===== src/rtl/wb_regfile_stage_if.sv =====
// wb_regfile_stage_if: MEM-to-WB inputs, ID register read ports and WB forwarding tap.
interface wb_regfile_stage_if #(
    parameter int DATA_W = 32,
    parameter int REG_AW = 5
);
    logic              FLUSH;
    logic [4:0]        WB_MEM;
    logic [DATA_W-1:0] MEM_ALU_RESULT;
    logic [DATA_W-1:0] MEM_RD_DATA;
    logic [REG_AW-1:0] MEM_RD;
    logic [DATA_W-1:0] MEM_PC_4;
    logic [REG_AW-1:0] ID_RS;
    logic [REG_AW-1:0] ID_RT;
    logic [DATA_W-1:0] ID_RS_DATA;
    logic [DATA_W-1:0] ID_RT_DATA;
    logic              WB_FWD_EN;
    logic [REG_AW-1:0] WB_FWD_RD;
    logic [DATA_W-1:0] WB_FWD_DATA;

    modport master (
        output FLUSH, WB_MEM, MEM_ALU_RESULT, MEM_RD_DATA, MEM_RD, MEM_PC_4, ID_RS, ID_RT,
        input  ID_RS_DATA, ID_RT_DATA, WB_FWD_EN, WB_FWD_RD, WB_FWD_DATA
    );

    modport slave (
        input  FLUSH, WB_MEM, MEM_ALU_RESULT, MEM_RD_DATA, MEM_RD, MEM_PC_4, ID_RS, ID_RT,
        output ID_RS_DATA, ID_RT_DATA, WB_FWD_EN, WB_FWD_RD, WB_FWD_DATA
    );
endinterface


===== src/rtl/wb_regfile_stage.sv =====
// wb_regfile_stage: MEM/WB register, write-back select, 32x32 register file with write-first bypass.
// Optional WB_RETIRE_CNT_EN adds RETIRE_CNT, a wrapping count of committed register writes.
module wb_regfile_stage #(
    parameter int DATA_W = 32,
    parameter int REG_AW = 5
) (
    input  logic              CLK,
    input  logic              RESET,
`ifdef WB_RETIRE_CNT_EN
    output logic [DATA_W-1:0] RETIRE_CNT,
`endif
    wb_regfile_stage_if.slave bus
);
    localparam int NREG = 2 ** REG_AW;

    logic [2:0]        wb_ctl;
    logic [DATA_W-1:0] wb_alu;
    logic [DATA_W-1:0] wb_rdd;
    logic [REG_AW-1:0] wb_rd;
    logic [DATA_W-1:0] wb_pc4;
    logic [DATA_W-1:0] regs [NREG];
    logic [DATA_W-1:0] wdata;
    logic              wen;
    logic              unused_mem_ctl;

    assign unused_mem_ctl = ^bus.WB_MEM[1:0];

    always_ff @(posedge CLK or posedge RESET) begin
        if (RESET) begin
            wb_ctl <= '0;
            wb_alu <= '0;
            wb_rdd <= '0;
            wb_rd  <= '0;
            wb_pc4 <= '0;
        end else begin
            wb_ctl <= bus.FLUSH ? 3'b000 : bus.WB_MEM[4:2];
            wb_alu <= bus.MEM_ALU_RESULT;
            wb_rdd <= bus.MEM_RD_DATA;
            wb_rd  <= bus.MEM_RD;
            wb_pc4 <= bus.MEM_PC_4;
        end
    end

    // Link outranks MemtoReg so jal writes PC+4 whatever MemtoReg says.
    assign wdata = wb_ctl[2] ? wb_pc4 : wb_ctl[1] ? wb_rdd : wb_alu;
    assign wen   = wb_ctl[0] && (wb_rd != '0);

    always_ff @(posedge CLK or posedge RESET) begin
        if (RESET) begin
            for (int i = 0; i < NREG; i++) regs[i] <= '0;
        end else if (wen) begin
            regs[wb_rd] <= wdata;
        end
    end

    always_comb begin
        bus.ID_RS_DATA = (bus.ID_RS == '0) ? '0 : (wen && bus.ID_RS == wb_rd) ? wdata : regs[bus.ID_RS];
        bus.ID_RT_DATA = (bus.ID_RT == '0) ? '0 : (wen && bus.ID_RT == wb_rd) ? wdata : regs[bus.ID_RT];
    end

    assign bus.WB_FWD_EN   = wen;
    assign bus.WB_FWD_RD   = wb_rd;
    assign bus.WB_FWD_DATA = wdata;

`ifdef WB_RETIRE_CNT_EN
    always_ff @(posedge CLK or posedge RESET) begin
        if (RESET) RETIRE_CNT <= '0;
        else if (wen) RETIRE_CNT <= RETIRE_CNT + 1'b1;
    end
`endif
endmodule


===== src/flat_wrapper.sv =====
// flat-port wrapper written by rule: the top's interface ports become plain ports
module wb_regfile_stage_flat 
#(
    parameter int DATA_W = 32,
    parameter int REG_AW = 5
)
  (CLK, RESET, bus_FLUSH, bus_WB_MEM, bus_MEM_ALU_RESULT, bus_MEM_RD_DATA, bus_MEM_RD, bus_MEM_PC_4, bus_ID_RS, bus_ID_RT, bus_ID_RS_DATA, bus_ID_RT_DATA, bus_WB_FWD_EN, bus_WB_FWD_RD, bus_WB_FWD_DATA);
  wb_regfile_stage_if #(.DATA_W(DATA_W), .REG_AW(REG_AW)) bus_i ();
  input  logic CLK;
  input  logic RESET;
  input wire logic [$bits(bus_i.FLUSH)-1:0] bus_FLUSH;
  input wire logic [$bits(bus_i.WB_MEM)-1:0] bus_WB_MEM;
  input wire logic [$bits(bus_i.MEM_ALU_RESULT)-1:0] bus_MEM_ALU_RESULT;
  input wire logic [$bits(bus_i.MEM_RD_DATA)-1:0] bus_MEM_RD_DATA;
  input wire logic [$bits(bus_i.MEM_RD)-1:0] bus_MEM_RD;
  input wire logic [$bits(bus_i.MEM_PC_4)-1:0] bus_MEM_PC_4;
  input wire logic [$bits(bus_i.ID_RS)-1:0] bus_ID_RS;
  input wire logic [$bits(bus_i.ID_RT)-1:0] bus_ID_RT;
  output wire logic [$bits(bus_i.ID_RS_DATA)-1:0] bus_ID_RS_DATA;
  output wire logic [$bits(bus_i.ID_RT_DATA)-1:0] bus_ID_RT_DATA;
  output wire logic [$bits(bus_i.WB_FWD_EN)-1:0] bus_WB_FWD_EN;
  output wire logic [$bits(bus_i.WB_FWD_RD)-1:0] bus_WB_FWD_RD;
  output wire logic [$bits(bus_i.WB_FWD_DATA)-1:0] bus_WB_FWD_DATA;
  assign bus_i.FLUSH = bus_FLUSH;
  assign bus_i.WB_MEM = bus_WB_MEM;
  assign bus_i.MEM_ALU_RESULT = bus_MEM_ALU_RESULT;
  assign bus_i.MEM_RD_DATA = bus_MEM_RD_DATA;
  assign bus_i.MEM_RD = bus_MEM_RD;
  assign bus_i.MEM_PC_4 = bus_MEM_PC_4;
  assign bus_i.ID_RS = bus_ID_RS;
  assign bus_i.ID_RT = bus_ID_RT;
  assign bus_ID_RS_DATA = bus_i.ID_RS_DATA;
  assign bus_ID_RT_DATA = bus_i.ID_RT_DATA;
  assign bus_WB_FWD_EN = bus_i.WB_FWD_EN;
  assign bus_WB_FWD_RD = bus_i.WB_FWD_RD;
  assign bus_WB_FWD_DATA = bus_i.WB_FWD_DATA;
  wb_regfile_stage #(.DATA_W(DATA_W), .REG_AW(REG_AW)) u_core (.CLK(CLK), .RESET(RESET), .bus(bus_i));
endmodule

===== config.mk =====
export PLATFORM = sky130hd
export DESIGN_NAME = wb_regfile_stage_flat
export DESIGN_NICKNAME = d
export VERILOG_FILES = /design/src/rtl/wb_regfile_stage_if.sv /design/src/rtl/wb_regfile_stage.sv /design/src/flat_wrapper.sv
export SDC_FILE = /design/constraint.sdc
export NUM_CORES = 2
export LEC_CHECK = 0
export ABC_AREA = 1
export ABC_CLOCK_PERIOD_IN_PS = 40200
export CAP_MARGIN = 20
export CORE_MARGIN = 5
export CORE_UTILIZATION = 56
export DETAILED_ROUTE_END_ITERATION = 12
export HOLD_SLACK_MARGIN = 0.12
export PLACE_DENSITY = 0.77
export SETUP_SLACK_MARGIN = 0.15
export SYNTH_ARGS = -nofsm -noshare
export SYNTH_HDL_FRONTEND = slang
export SYNTH_SLANG_ARGS = --single-unit

===== constraint.sdc =====
create_clock -name CLK -period 40.2 [get_ports CLK]
set_input_delay 8.04 -clock CLK [delete_from_list [all_inputs] [get_ports CLK]]
set_output_delay 8.04 -clock CLK [all_outputs]
set_load 0.01 [all_outputs]

==> flow_summary.json <==
{
  "status": "complete, no violations",
  "power_density_nw_per_um2": 46.0,
  "cts_sinks": 1128,
  "crit_cells": 12,
  "grt_pass1_vias": 58640,
  "grt_pass1_wl_um": 349000,
  "setup-tns-final_ps": 0,
  "syn_area_per_cell_sq_um": 6.93,
  "dieArea_sq_um": 119000,
  "final_max_slew_viol_count": 0,
  "worst_setup_path_start_kind": "input pin",
  "synthDistinctLibCells": 22,
  "io_pins": 221,
  "cts_tree": "done",
  "synth_seq_cells": 1128,
  "ir_drop_v": 0.0000433,
  "clk_pin_slew_ps": 60,
  "die_y_um": 345,
  "p_leak_nw": 34.3,
  "critPathTopFamily": "buffers and inverters",
  "multi_input_area_sq_um": 28200,
  "clock_latency_ps": 760,
  "yosysWarnings": 0,
  "design_area_sq_um": 69500,
  "rsz0062_at_grt": "false",
  "core_sq_um": 111000,
  "crit_path_end_kind": "primary output",
  "h-tree-depth": 4,
  "ys_seq_area_frac": 0.450,
  "n_fill_cell": 9701,
  "gp_congestion": 0.868,
  "nets": 8869,
  "setup_viol_count_final": 0,
  "synth_cells": 9055,
  "critPathRequiredTime_ps": 32160,
  "critPathSlowestCell": "buf_4",
  "first_iter_violations": 10519,
  "final_common_cell": "nand2_1",
  "vias_per_cell": 6.17,
  "arrival_ps": 12880,
  "antenna_found_initial": 8,
  "drc": 0,
  "drtPass1Iterations": 9,
  "crit_path_cell_trace": "buf_8, buf_4, buf_4, buf_4, nand2_1, nand3_1, nand3_1, nand3_1, a21oi_1, nor2_1, nor2_1, clkdlybuf4s50_1",
  "clockBufferDepth": 3,
  "max_slew_margin": 0.0833,
  "holdBufCountCts": 0,
  "min_path_cells": 0,
  "placed_area_sq_um": 64900,
  "register_area_sq_um": 28200,
  "synth_fp_nets": 9174,
  "slowest_delay_ps": 930,
  "crit_buf_inv": 5,
  "wl_um": 234000,
  "vias": 63841,
  "r2r_cells": 10,
  "tightest_slew_ps": 1380,
  "min_period_ps": 20920,
  "grt_util_all_layers": 0.385,
  "skew_ps": 26.5,
  "hold_viol": 0,
  "layout_common_cells": "nand2_1 (2899), nand3_1 (1345), o21ai_0 (1130), dfrtp_1 (1128), inv_1 (911)",
  "cts-resized-gates": 0,
  "hpwl_um": 121000,
  "clock_tree.root_cell": "clkbuf_16",
  "synthesis.area_sq_um": 62700,
  "start_util": 0.565,
  "crit_fanout": 97,
  "numCtsBuffers": 131,
  "period_share": 0.521,
  "hp-class": "reg -> reg",
  "die_w_um": 345,
  "wl_per_cell_um": 22.6,
  "drive_above_1_share": 0.0527,
  "area_growth_pct": 10.8,
  "grt_max_degree": 225,
  "fp-row-count": 122,
  "crit_type": "in -> out",
  "fmax_mhz": 47.8,
  "globalRouteOverflowTotal": 0,
  "numPortBuffers": 218,
  "cts_setup_buffers": 0,
  "drv_cap": 0,
  "ant_nets": 0
}
==> sequential cells by signal, summed over array words and instances, names as in the netlist <==
register and cells:
u_core.regs 1024, u_core.wb_alu 32, u_core.wb_pc4 32, u_core.wb_rdd 32, u_core.bus.WB_FWD_RD 5, u_core.wb_ctl 3
==> synthesized netlist by cell type <==
cell      count  area share
nor3_1        8     0.00064
inv_2         7     0.00042
xnor2_1       5     0.00070
nand3_1    1345        0.11
nor2_1      284       0.017
xor2_1        2     0.00028
o21ai_0    1162       0.093
a21oi_1     123      0.0098
or2_2        45      0.0045
dfrtp_1    1128        0.45
inv_1       915       0.055
o21ai_4       1     0.00026
nand4_1       3     0.00030
nor3_4        3     0.00078
buf_2       101      0.0081
o211ai_1    250       0.030
o21ai_1      61      0.0049
nand2_2      31      0.0031
nand2_1    2901        0.17
buf_1        51      0.0031
clkinv_1      3     0.00018
clkbuf_1    626       0.037
==> metrics by stage <==
step,power [W],instances,setup WS [ps],hold slack [ps],util
after floorplan,0.00180,9055,395,429,-
after global placement,0.00197,10090,19670,365,0.585
after detailed placement,0.00200,10090,19630,366,0.585
after CTS,0.00318,10319,19630,377,0.624
after global routing,0.00334,10335,19210,384,0.626
final,0.00320,10342,19280,377,0.626
==> final cells by class <==
class / count / area share
Clock inverter: 37 / 0.00573
Multi-Input combinational cell: 6224 / 0.406
Clock buffer: 192 / 0.0555
Tap cell: 1488 / 0.0268
Timing Repair Buffer: 340 / 0.0485
Antenna cell: 8 / 0.000288
Sequential cell: 1128 / 0.406
Inverter: 925 / 0.0506
==> path summary, 6_finish.rpt <==
check / start / endpoint / slack [ps]
max in group asynchronous: RESET / u_core.regs[28]$_DFFE_PP0P_ / 29080
min in group asynchronous: RESET / u_core.regs[435]$_DFFE_PP0P_ / 7860
worst min-delay path: u_core.regs[998]$_DFFE_PP0P_ / u_core.regs[998]$_DFFE_PP0P_ / 380
worst max-delay path: bus_ID_RT[0] / bus_ID_RT_DATA[5] / 19280
worst max register to register: u_core.bus.WB_FWD_RD[2]$_DFF_PP0_ / u_core.regs[765]$_DFFE_PP0P_ / 36760
worst min register to register: u_core.regs[998]$_DFFE_PP0P_ / u_core.regs[998]$_DFFE_PP0P_ / 380
==> logic make-up (layout without fill, tap and decap cells) <==
kind of cell              count (synthesis)  count (layout)  share of synthesized area
other                                     0               8                          0
DFF                                    1128            1128                      0.450
AOI/OAI and AO/OA                      1597            1597                      0.138
buffers and inverters                  1703            1494                      0.104
and+or+nand+nor                        4620            4620                      0.307
xor gates and xnor gates                  7               7                   0.000978
==> worst register-to-register path: stages, from the launching register on <==
cell and delay (ps):
dfrtp_1 670, inv_1 190, nand3_1 190, o21ai_4 120
inv_2 410, nand3_1 170, inv_2 300, nand2_2 490
buf_4 530, nand2_1 160, o21ai_0 90
==> per-layer routing <==
layer / up-vias / routed length, um / part of all wire / track usage
met5: - / 13 / 0.000056 / 0
met4: 2 / 14400 / 0.062 / 0.214
met3: 1046 / 39200 / 0.17 / 0.141
met2: 4878 / 95900 / 0.41 / 0.547
met1: 29551 / 84300 / 0.36 / 0.512
li1: 28364 / - / - / -
==> power breakdown <==
group / switching, W / leakage, nW / total, W / internal, W
Sequential: 0.0000886 / 14.9 / 0.00137 / 0.00128
Combinational: 0.000423 / 17.3 / 0.000634 / 0.000211
Clock: 0.000493 / 2.09 / 0.00119 / 0.000698
Power figures use the tool's default switching activity.
